--- config.mk ---
export PLATFORM = sky130hd
export DESIGN_NAME = enc_pwm_mixer
export DESIGN_NICKNAME = d
export VERILOG_FILES = /design/src/rtl/enc_pwm_mixer_pkg.sv /design/src/rtl/enc_pwm_mixer_channel.sv /design/src/rtl/enc_pwm_mixer.sv
export SDC_FILE = /design/constraint.sdc
export NUM_CORES = 1
export LEC_CHECK = 0
export ABC_AREA = 1
export ABC_CLOCK_PERIOD_IN_PS = 4300
export CORE_ASPECT_RATIO = 0.75
export CORE_MARGIN = 2
export CORE_UTILIZATION = 66
export CTS_BUF_LIST = sky130_fd_sc_hd__clkbuf_4
export CTS_CLUSTER_DIAMETER = 200
export CTS_CLUSTER_SIZE = 14
export DETAILED_ROUTE_END_ITERATION = 6
export PLACE_DENSITY = 0.89
export SLEW_MARGIN = 10
export SYNTH_ARGS = -nofsm -noshare
export SYNTH_HDL_FRONTEND = slang
export SYNTH_SLANG_ARGS = --single-unit
--- constraint.sdc ---
create_clock -name clk -period 4.3 [get_ports clk]
set_clock_uncertainty 0.1 [all_clocks]
set_input_delay 0.86 -clock clk [delete_from_list [all_inputs] [get_ports clk]]
set_output_delay 0.86 -clock clk [all_outputs]
set_load 0.02 [all_outputs]
--- src/rtl/enc_pwm_mixer_pkg.sv ---
// Shared definitions for the encoder/PWM mixer: quadrature transition codes,
// level arithmetic modes and the flattened level-bus index helper.
`timescale 1ns/1ps
package enc_pwm_mixer_pkg;

   typedef enum logic [1:0] {
      DIR_NONE = 2'd0,
      DIR_INC  = 2'd1,
      DIR_DEC  = 2'd2
   } dir_e;

   localparam int MODE_WRAP = 0;
   localparam int MODE_SAT  = 1;

   // {prev_ab, cur_ab}; clockwise order is 00 -> 10 -> 11 -> 01 -> 00
   localparam logic [3:0] INC_00_10 = 4'b00_10;
   localparam logic [3:0] INC_10_11 = 4'b10_11;
   localparam logic [3:0] INC_11_01 = 4'b11_01;
   localparam logic [3:0] INC_01_00 = 4'b01_00;
   localparam logic [3:0] DEC_10_00 = 4'b10_00;
   localparam logic [3:0] DEC_11_10 = 4'b11_10;
   localparam logic [3:0] DEC_01_11 = 4'b01_11;
   localparam logic [3:0] DEC_00_01 = 4'b00_01;

   function automatic dir_e quad_dir(input logic [1:0] prev_ab, input logic [1:0] cur_ab);
      dir_e d;
      case ({prev_ab, cur_ab})
         INC_00_10, INC_10_11, INC_11_01, INC_01_00: d = DIR_INC;
         DEC_10_00, DEC_11_10, DEC_01_11, DEC_00_01: d = DIR_DEC;
         default:                                    d = DIR_NONE;
      endcase
      return d;
   endfunction

   function automatic int lvl_lsb(input int ch, input int width);
      return ch * width;
   endfunction

endpackage

--- src/rtl/enc_pwm_mixer_channel.sv ---
// One mixer channel: debounces both phases, decodes x4 quadrature into a level
// with preset/clamp/wrap, latches it per PWM period and drives the compare output.
`timescale 1ns/1ps
module enc_pwm_mixer_channel
   import enc_pwm_mixer_pkg::*;
#(
   parameter int WIDTH    = 8,
   parameter int DB_TICKS = 8,
   parameter int STEP     = 1,
   parameter int SATURATE = 1,
   parameter int INVERT   = 0
) (
   input  logic             clk,
   input  logic             reset,
   input  logic             tick,
   input  logic             wrap,
   input  logic             a_sync,
   input  logic             b_sync,
   input  logic             load_en,
   input  logic [WIDTH-1:0] load_value,
   input  logic [WIDTH-1:0] pwm_cnt,
   output logic [WIDTH-1:0] level,
   output logic             pwm
);

   localparam int             DBW     = $clog2(DB_TICKS) + 1;
   localparam logic [DBW-1:0] DB_LAST = DBW'(DB_TICKS - 1);
   localparam logic [WIDTH:0] LVL_MAX = {1'b0, {WIDTH{1'b1}}};
   localparam logic [WIDTH:0] STEP_X  = (WIDTH+1)'(STEP);
   localparam bit             CLAMP   = (SATURATE != MODE_WRAP);

   logic [1:0]       phase_sync;
   logic [1:0]       db;
   logic [1:0]       prev_q, prev_d;
   logic [WIDTH-1:0] level_q, level_d;
   logic [WIDTH-1:0] shadow_q, shadow_d;
   logic             pwm_q, pwm_d;
   logic [WIDTH:0]   level_up, level_dn;
   dir_e             dir;

   assign phase_sync = {a_sync, b_sync};

   // Index 1 is phase A, index 0 is phase B, matching the {a,b} pair order.
   for (genvar gi = 0; gi < 2; gi++) begin : g_db
      logic           bit_q, bit_d;
      logic [DBW-1:0] cnt_q, cnt_d;

      always_comb begin
         bit_d = bit_q;
         cnt_d = cnt_q;
         if (tick) begin
            if (phase_sync[gi] == bit_q) begin
               cnt_d = '0;
            end else if (cnt_q == DB_LAST) begin
               bit_d = phase_sync[gi];
               cnt_d = '0;
            end else begin
               cnt_d = cnt_q + 1'b1;
            end
         end
      end

      always_ff @(posedge clk) begin
         if (reset) begin
            bit_q <= 1'b0;
            cnt_q <= '0;
         end else begin
            bit_q <= bit_d;
            cnt_q <= cnt_d;
         end
      end

      assign db[gi] = bit_q;
   end

   always_comb begin
      dir      = quad_dir(prev_q, db);
      prev_d   = tick ? db : prev_q;
      level_up = {1'b0, level_q} + STEP_X;
      level_dn = {1'b0, level_q} - STEP_X;
      level_d  = level_q;
      if (load_en) begin
         level_d = load_value;
      end else if (tick && dir == DIR_INC) begin
         level_d = (CLAMP && level_up > LVL_MAX) ? LVL_MAX[WIDTH-1:0] : level_up[WIDTH-1:0];
      end else if (tick && dir == DIR_DEC) begin
         // a set borrow bit means the step went below zero
         level_d = (CLAMP && level_dn[WIDTH]) ? '0 : level_dn[WIDTH-1:0];
      end
      shadow_d = wrap ? level_q : shadow_q;
      pwm_d    = (pwm_cnt < shadow_q) ^ (INVERT != 0);
   end

   always_ff @(posedge clk) begin
      if (reset) begin
         prev_q   <= 2'b00;
         level_q  <= '0;
         shadow_q <= '0;
         pwm_q    <= 1'b0;
      end else begin
         prev_q   <= prev_d;
         level_q  <= level_d;
         shadow_q <= shadow_d;
         pwm_q    <= pwm_d;
      end
   end

   assign level = level_q;
   assign pwm   = pwm_q;

endmodule

--- src/rtl/enc_pwm_mixer.sv ---
// N-channel quadrature-encoder to PWM mixer: input synchronisers, shared tick
// prescaler and PWM period counter, one enc_pwm_mixer_channel per encoder.
`timescale 1ns/1ps
module enc_pwm_mixer
   import enc_pwm_mixer_pkg::*;
#(
   parameter int NUM_CH   = 3,
   parameter int WIDTH    = 8,
   parameter int CLK_DIV  = 256,
   parameter int DB_TICKS = 8,
   parameter int STEP     = 1,
   parameter int SATURATE = 1,
   parameter int INVERT   = 0
) (
   input  logic                    clk,
   input  logic                    reset,
   input  logic [NUM_CH-1:0]       enc_a,
   input  logic [NUM_CH-1:0]       enc_b,
   input  logic                    load_valid,
   input  logic [3:0]              load_ch,
   input  logic [WIDTH-1:0]        load_value,
   output logic [NUM_CH*WIDTH-1:0] level_out,
   output logic [NUM_CH-1:0]       pwm_out,
   output logic                    period_start
);

   localparam int               PW         = $clog2(CLK_DIV);
   localparam logic [PW-1:0]    PRESC_LAST = PW'(CLK_DIV - 1);
   localparam logic [WIDTH-1:0] CNT_LAST   = WIDTH'((1 << WIDTH) - 2);

   logic [NUM_CH-1:0] a_meta_q, a_meta_d, a_sync_q, a_sync_d;
   logic [NUM_CH-1:0] b_meta_q, b_meta_d, b_sync_q, b_sync_d;
   logic [PW-1:0]     presc_q, presc_d;
   logic [WIDTH-1:0]  pwm_cnt_q, pwm_cnt_d;
   logic              period_start_q, period_start_d;
   logic              tick;
   logic              wrap;

   always_comb begin
      a_meta_d       = enc_a;
      a_sync_d       = a_meta_q;
      b_meta_d       = enc_b;
      b_sync_d       = b_meta_q;
      tick           = (presc_q == PRESC_LAST);
      presc_d        = tick ? '0 : presc_q + 1'b1;
      // counter spans 0..2^WIDTH-2 so a full-scale level is on all period
      wrap           = tick && (pwm_cnt_q == CNT_LAST);
      pwm_cnt_d      = pwm_cnt_q;
      if (tick) begin
         pwm_cnt_d = wrap ? '0 : pwm_cnt_q + 1'b1;
      end
      period_start_d = wrap;
   end

   always_ff @(posedge clk) begin
      if (reset) begin
         a_meta_q       <= '0;
         a_sync_q       <= '0;
         b_meta_q       <= '0;
         b_sync_q       <= '0;
         presc_q        <= '0;
         pwm_cnt_q      <= '0;
         period_start_q <= 1'b0;
      end else begin
         a_meta_q       <= a_meta_d;
         a_sync_q       <= a_sync_d;
         b_meta_q       <= b_meta_d;
         b_sync_q       <= b_sync_d;
         presc_q        <= presc_d;
         pwm_cnt_q      <= pwm_cnt_d;
         period_start_q <= period_start_d;
      end
   end

   assign period_start = period_start_q;

   for (genvar gi = 0; gi < NUM_CH; gi++) begin : g_ch
      localparam int LSB = lvl_lsb(gi, WIDTH);
      logic             load_hit;
      logic [WIDTH-1:0] ch_level;

      // out-of-range load_ch values match no channel and are dropped
      assign load_hit = load_valid && (load_ch == 4'(gi));

      enc_pwm_mixer_channel #(
         .WIDTH    (WIDTH),
         .DB_TICKS (DB_TICKS),
         .STEP     (STEP),
         .SATURATE (SATURATE),
         .INVERT   (INVERT)
      ) u_ch (
         .clk        (clk),
         .reset      (reset),
         .tick       (tick),
         .wrap       (wrap),
         .a_sync     (a_sync_q[gi]),
         .b_sync     (b_sync_q[gi]),
         .load_en    (load_hit),
         .load_value (load_value),
         .pwm_cnt    (pwm_cnt_q),
         .level      (ch_level),
         .pwm        (pwm_out[gi])
      );

      assign level_out[LSB +: WIDTH] = ch_level;
   end

endmodule

Yosys cells after proc, flatten, opt, wreduce, memory -nomap -nowiden

Memories as Yosys holds them, arrays and structs flattened.
Cells that the tools add are included.

Add/subtract/negate cells: 14
Multiply operators: 0
Div/mod/pow operators: 0
Order comparisons: 6
Eq/ne operators: 22
Shift-type cells: 0
Muxes and demuxes: 28
Bitwise gates (word level): 6
Reductions and logical operators: 21

Operator list:

| kind                                                                            | number |
|---|---|
| 8-bit 2-to-1 mux                                                                | 16 |
| 4-bit 2-to-1 mux                                                                | 12 |
| 8-bit by 1-bit adder with 9-bit output, second input constant                   | 3 |
| 9-bit by 8-bit greater-than comparator with 1-bit output, second input constant | 3 |
| 8-bit by 1-bit subtractor with 9-bit output, second input constant              | 3 |
| 4-bit by 1-bit adder with 4-bit output, second input constant                   | 6 |
| 4-bit by 3-bit equality test with 1-bit output, second input constant           | 6 |
| 8-bit less-than comparator                                                      | 3 |
| 3-bit AND reduction                                                             | 6 |
| 8-bit by 1-bit adder with 8-bit output, second input constant                   | 2 |
| 8-bit equality test, second input constant                                      | 2 |
| 1-bit logical AND                                                               | 10 |
| 3-bit nonzero test                                                              | 3 |
| 1-bit equality test                                                             | 6 |
| 2-bit by 1-bit equality test with 1-bit output, second input constant           | 3 |
| 2-bit equality test, second input constant                                      | 3 |
| 1-bit inverter                                                                  | 6 |
| 4-bit by 1-bit equality test with 1-bit output, second input constant           | 1 |
| 4-bit by 2-bit equality test with 1-bit output, second input constant           | 1 |
| 4-bit zero test                                                                 | 1 |
| 2-bit OR reduction                                                              | 1 |

Flip-flop bits (word level): 116
Latch bits: 0
Memory bits (writable): 0
Bits in read-only memories: 96
Bits of input ports: 21
Output and inout port bits: 28
Word-level logic and storage cells: 131
Memories: 3

Memory list:

| memory          | depth | bits a word | rd ports | clocked after Yosys merged registers in | wr ports | line                    | text |
|---|---|---|---|---|---|---|---|
| (no name shown) | 16    | 2           | 1        | 0                                       | 0        | enc_pwm_mixer_pkg.sv:27 | `case ({prev_ab, cur_ab})` |
| (no name shown) | 16    | 2           | 1        | 0                                       | 0        | enc_pwm_mixer_pkg.sv:27 |  |
| (no name shown) | 16    | 2           | 1        | 0                                       | 0        | enc_pwm_mixer_pkg.sv:27 |  |

Depth between registers and ports, before layout

An unclocked memory read counts as a cell.

Depth after elaboration: 6
Mapped depth: 14
Depth with buffers taken out: 14

Hierarchy

A second synthesis with hierarchy kept.

Cell total of the unflattened synthesis: 977
Area, all modules: 6,821.5 µm²

Modules (own cells, without submodules):

| module                | times used | cells an instance | area each (µm²) | sequential area each (µm²) |
|---|---|---|---|---|
| enc_pwm_mixer_channel | 3          | 270               | 1,859.3         | 580.6 |
| enc_pwm_mixer         | 1          | 167               | 1,243.7         | 580.6 |

Least setup slack after synthesis

No wires, ideal clock.

Path type: input port to flip-flop
Start: in load_ch[3]
End: reg g_ch[2].u_ch.level_q[0]
Data arrival time: 2.015 ns
Slack: 2.114 ns
Cell stages on the path: 8
Buffers on the path: 0
Cell sequence: or2_1 > nor3_1 > inv_2 > nand2_2 > inv_1 > nor2_1 > nand2_1 > a21oi_1

Longest elaborated chain between the ends: 3

RTL lines:

| what                                                                    | line                         | text |
|---|---|---|
| from (decl)                                                             | enc_pwm_mixer.sv:20          | `input logic [3:0] load_ch,` |
| 4-bit by 2-bit equality test with 1-bit output (*)                      | enc_pwm_mixer.sv:83          | `assign load_hit = load_valid && (load_ch == 4'(gi));` |
| 1-bit logical AND (*)                                                   | enc_pwm_mixer.sv:83          |  |
| 3-bit nonzero test (no line) / 8-bit 2-to-1 mux (equally long branches) | n/a                          |  |
| to (signal assigned)                                                    | enc_pwm_mixer_channel.sv:102 | `level_q <= level_d;` |
| to (decl)                                                               | enc_pwm_mixer_channel.sv:35  | `logic [WIDTH-1:0] level_q, level_d;` |

Mark *: on every way between the ends. The rest lies on a longest branch, timed or not.
A chain may end at the register's enable or synchronous reset.

Worst setup path after layout

Start: reg g_ch[2].u_ch.level_q[4]
End: out level_out[20]

RTL lines:

| what      | line                | text |
|---|---|---|
| to (decl) | enc_pwm_mixer.sv:22 | `output logic [NUM_CH*WIDTH-1:0] level_out,` |

No word-level cell between the ends.

==> qor.yml <==
routing:
  dr.pass1.iters: 5
  avgRoutedWirePerCell_um: 14.4
  vias: 6063
  drcViolationCount: 0
  drt_iter0_drc: 667
  vias_per_cell: 5.60
  antenna_left: 0
  routed_wl_um: 15500
clock_network:
  htree_levels: 4
  cts_sinks: 116
  clk_pin_slew_ns: 0.11
  cts-resized-gates: 0
  clockBufferDepth: 2
  postCtsSetupRepairBufs: 0
  cts_made_buffers: 17
  holdBufCountCts: 0
  clk_latency_ns: 0.53
  cts_tree: "yes"
  clockRootBuffer: "clkbuf_4"
power:
  cellPowerDensity_nw_per_um2: 308
  ir_worst_vdd_uv: 206
  p_leak_nw: 3.20
  fin_total_pwr_w: 0.00224
logic_synthesis:
  syn_nets: 956
  yosysSeqAreaShare_pct: 36.3
  synth-adder-area-share_pct: 7.63
  syn-instance-count: 896
  synth_top_family_by_area: "simple AND/OR/NAND/NOR gates"
  muxShareOfSynthArea_pct: 0
  synth-xor-area-share_pct: 6.02
  ys_seq_elements: 116
  yosys.area_share.simple_pct: 23.9
  yosys_warnings: 0
  syn-cell-area_um2: 6400
  synth.distinct_cells: 41
  synth_area_per_cell_um2: 7.14
  synth_compound_area_share_pct: 16.3
sta:
  max_freq_mhz: 355
  rsz0062_at_grt: "false"
  final_max_slew_viol_count: 0
  tightest_slew_ns: 0.837
  finalCriticalPeriod_ns: 2.82
  post-route-period-util_pct: 65.5
  max_slew_margin_pct: 44.0
  tns_ns: 0
  setup_viol: 0
  hold_viol: 0
setup_path:
  crit_type: "register to output pin"
  startpoint_type: "register"
  cp_slowest_cell: "clkdlybuf4s50_1"
  path_max_fanout: 11
  critPathBufInv: 1
  r2r-end: "g_ch[1].u_ch.level[4]"
  cp.required_ns: 3.34
  rrSetupSlack_ns: 1.65
  worstPathCellList: "clkdlybuf4s50_1"
  cp.arrival_ns: 1.86
  cp-end-kind: "output pin"
  worst_r2r_startpoint: "presc_q[0]"
  cp_slowest_stage_delay_ns: 0.70
  reg2regPathDepth: 12
  crit_family: "buffers and inverters"
die:
  initial_core_util_pct: 67.0
  die_w_um: 118
  die-area_um2: 10500
  ios: 49
  die_h_um: 89.3
  coreArea_um2: 9540
  num_rows: 31
worst_hold_path:
  hold_path.class: "register to register"
  worstHoldStart: "a_meta_q[1]"
  hold-path-cell-count: 2
  hold_end: "a_sync_q[1]"
layout:
  fill_cells: 752
  syn2layout_area_growth_pct: 13.8
  ff_latch_area_um2: 2320
  layout_common_cells: "161 x nand2_1, 127 x inv_1, 116 x dfxtp_1, 95 x nor2_1, 74 x a21oi_1"
  drive_gt1_share_pct: 5.05
  nets: 998
  diodes: 0
  final_common_cell: "nand2_1"
  multi_input_area_um2: 3440
grt:
  grt_pass1_wl_um: 25700
  antenna_found_initial: 0
  grt_usage_pct: 30.6
  gr-total-overflow: 0
  grt_max_degree: 42
  grt_pass1_vias: 5459
outcome:
  outcome: "finished clean"
placed_design:
  port_buffers: 48
  gp_congestion: 0.998
  hpwl_um: 11000
run:
  max-cap-violations: 0
flip-flops by register name, summed over array words and instances, names as in the netlist, 3 cells and up:
signal	flops
a_meta_q	3
a_sync_q	3
b_meta_q	3
b_sync_q	3
g_ch.u_ch.g_db.bit_q	6
g_ch.u_ch.g_db.cnt_q	24
g_ch.u_ch.level	24
g_ch.u_ch.prev_q	6
g_ch.u_ch.pwm	3
g_ch.u_ch.shadow_q	24
presc_q	8
pwm_cnt_q	8
power by group:
part / total, W / internal (W) / switching (W) / leakage, nW
sequential: 0.00110 / 0.00109 / 0.0000136 / 0.938
clock: 0.000988 / 0.000581 / 0.000407 / 0.189
combinational: 0.000152 / 0.0000585 / 0.0000938 / 2.07
total: 0.00224 / 0.00173 / 0.000514 / 3.20
cell usage after synthesis, drive strengths merged:
cell / n / area [um^2]
a21oi: 74 / 370
nand3: 59 / 295
and3: 1 / 6.26
a211oi: 4 / 30.0
nor2: 100 / 393
o31ai: 3 / 22.5
o22ai: 21 / 131
or2: 4 / 25.0
nand2: 162 / 611
a21boi: 3 / 22.5
a32o: 5 / 50.1
o221ai: 8 / 70.1
xnor2: 11 / 96.3
dfxtp: 116 / 2320
buf: 15 / 81.3
o21ai: 44 / 220
inv: 132 / 495
nand2b: 1 / 6.26
clkinv: 1 / 3.75
nor4: 2 / 12.5
nand4: 10 / 77.6
xor2: 33 / 289
nor3: 20 / 105
clkbuf: 13 / 50.0
o2111ai: 1 / 8.76
o21a: 1 / 7.51
o2bb2ai: 1 / 8.76
o41ai: 6 / 52.6
o211ai: 6 / 45.0
ha: 39 / 488
area by class of cell:
type / count / area share [%]
clock buffers: 19 / 1.96
clock inverters: 12 / 2.89
inverters: 133 / 6.86
multi-input cells: 619 / 47.3
flip-flops and latches: 116 / 31.9
well taps: 132 / 2.27
repair buffers: 51 / 6.84
worst max-delay path by stage:
stage | to | depth (start not counted) | start
2_1_floorplan | g_ch[2].u_ch.level[0] | 8 | load_ch[3]
3_3_place_gp | g_ch[2].u_ch.level[0] | 9 | load_ch[3]
3_5_place_dp | g_ch[2].u_ch.level[0] | 9 | load_ch[3]
4_1_cts | level_out[20] | 1 | g_ch[2].u_ch.level[4]
5_1_grt | g_ch[1].u_ch.level[2] | 10 | presc_q[0]
6_report | level_out[20] | 1 | g_ch[2].u_ch.level[4]
logic make-up (layout without fill, tap and decap cells):
logic type	count (synthesis)	in the layout
compound gates	177	177
xor+xnor	44	44
buf+inv	161	215
flops	116	116
simple gates	359	359
fa+ha+maj	39	39
stage by stage:
stage | hold slack, ns | area (um^2) | cells | setup WS [ns] | utilization (%)
after global routing | 0.310 | 7280 | 1082 | 1.30 | 76.3
after detailed placement | 0.296 | 6930 | 1051 | 1.47 | 72.6
after global placement | 0.292 | 6930 | 1051 | 1.56 | 72.6
after CTS | 0.301 | 7280 | 1082 | 1.48 | 76.3
after floorplan | 0.288 | 6400 | 896 | 2.11 | -
final | 0.300 | 7280 | 1082 | 1.48 | 76.3
routing by layer:
metal	vias up	GRT usage, %	share of wire, %
li1	3046	-	-
met4	0	13.7	2.9
met5	-	0	0
met1	2727	41.5	47
met2	245	47.9	43
met3	45	6.51	7.8
Power figures use the tool's default switching activity.
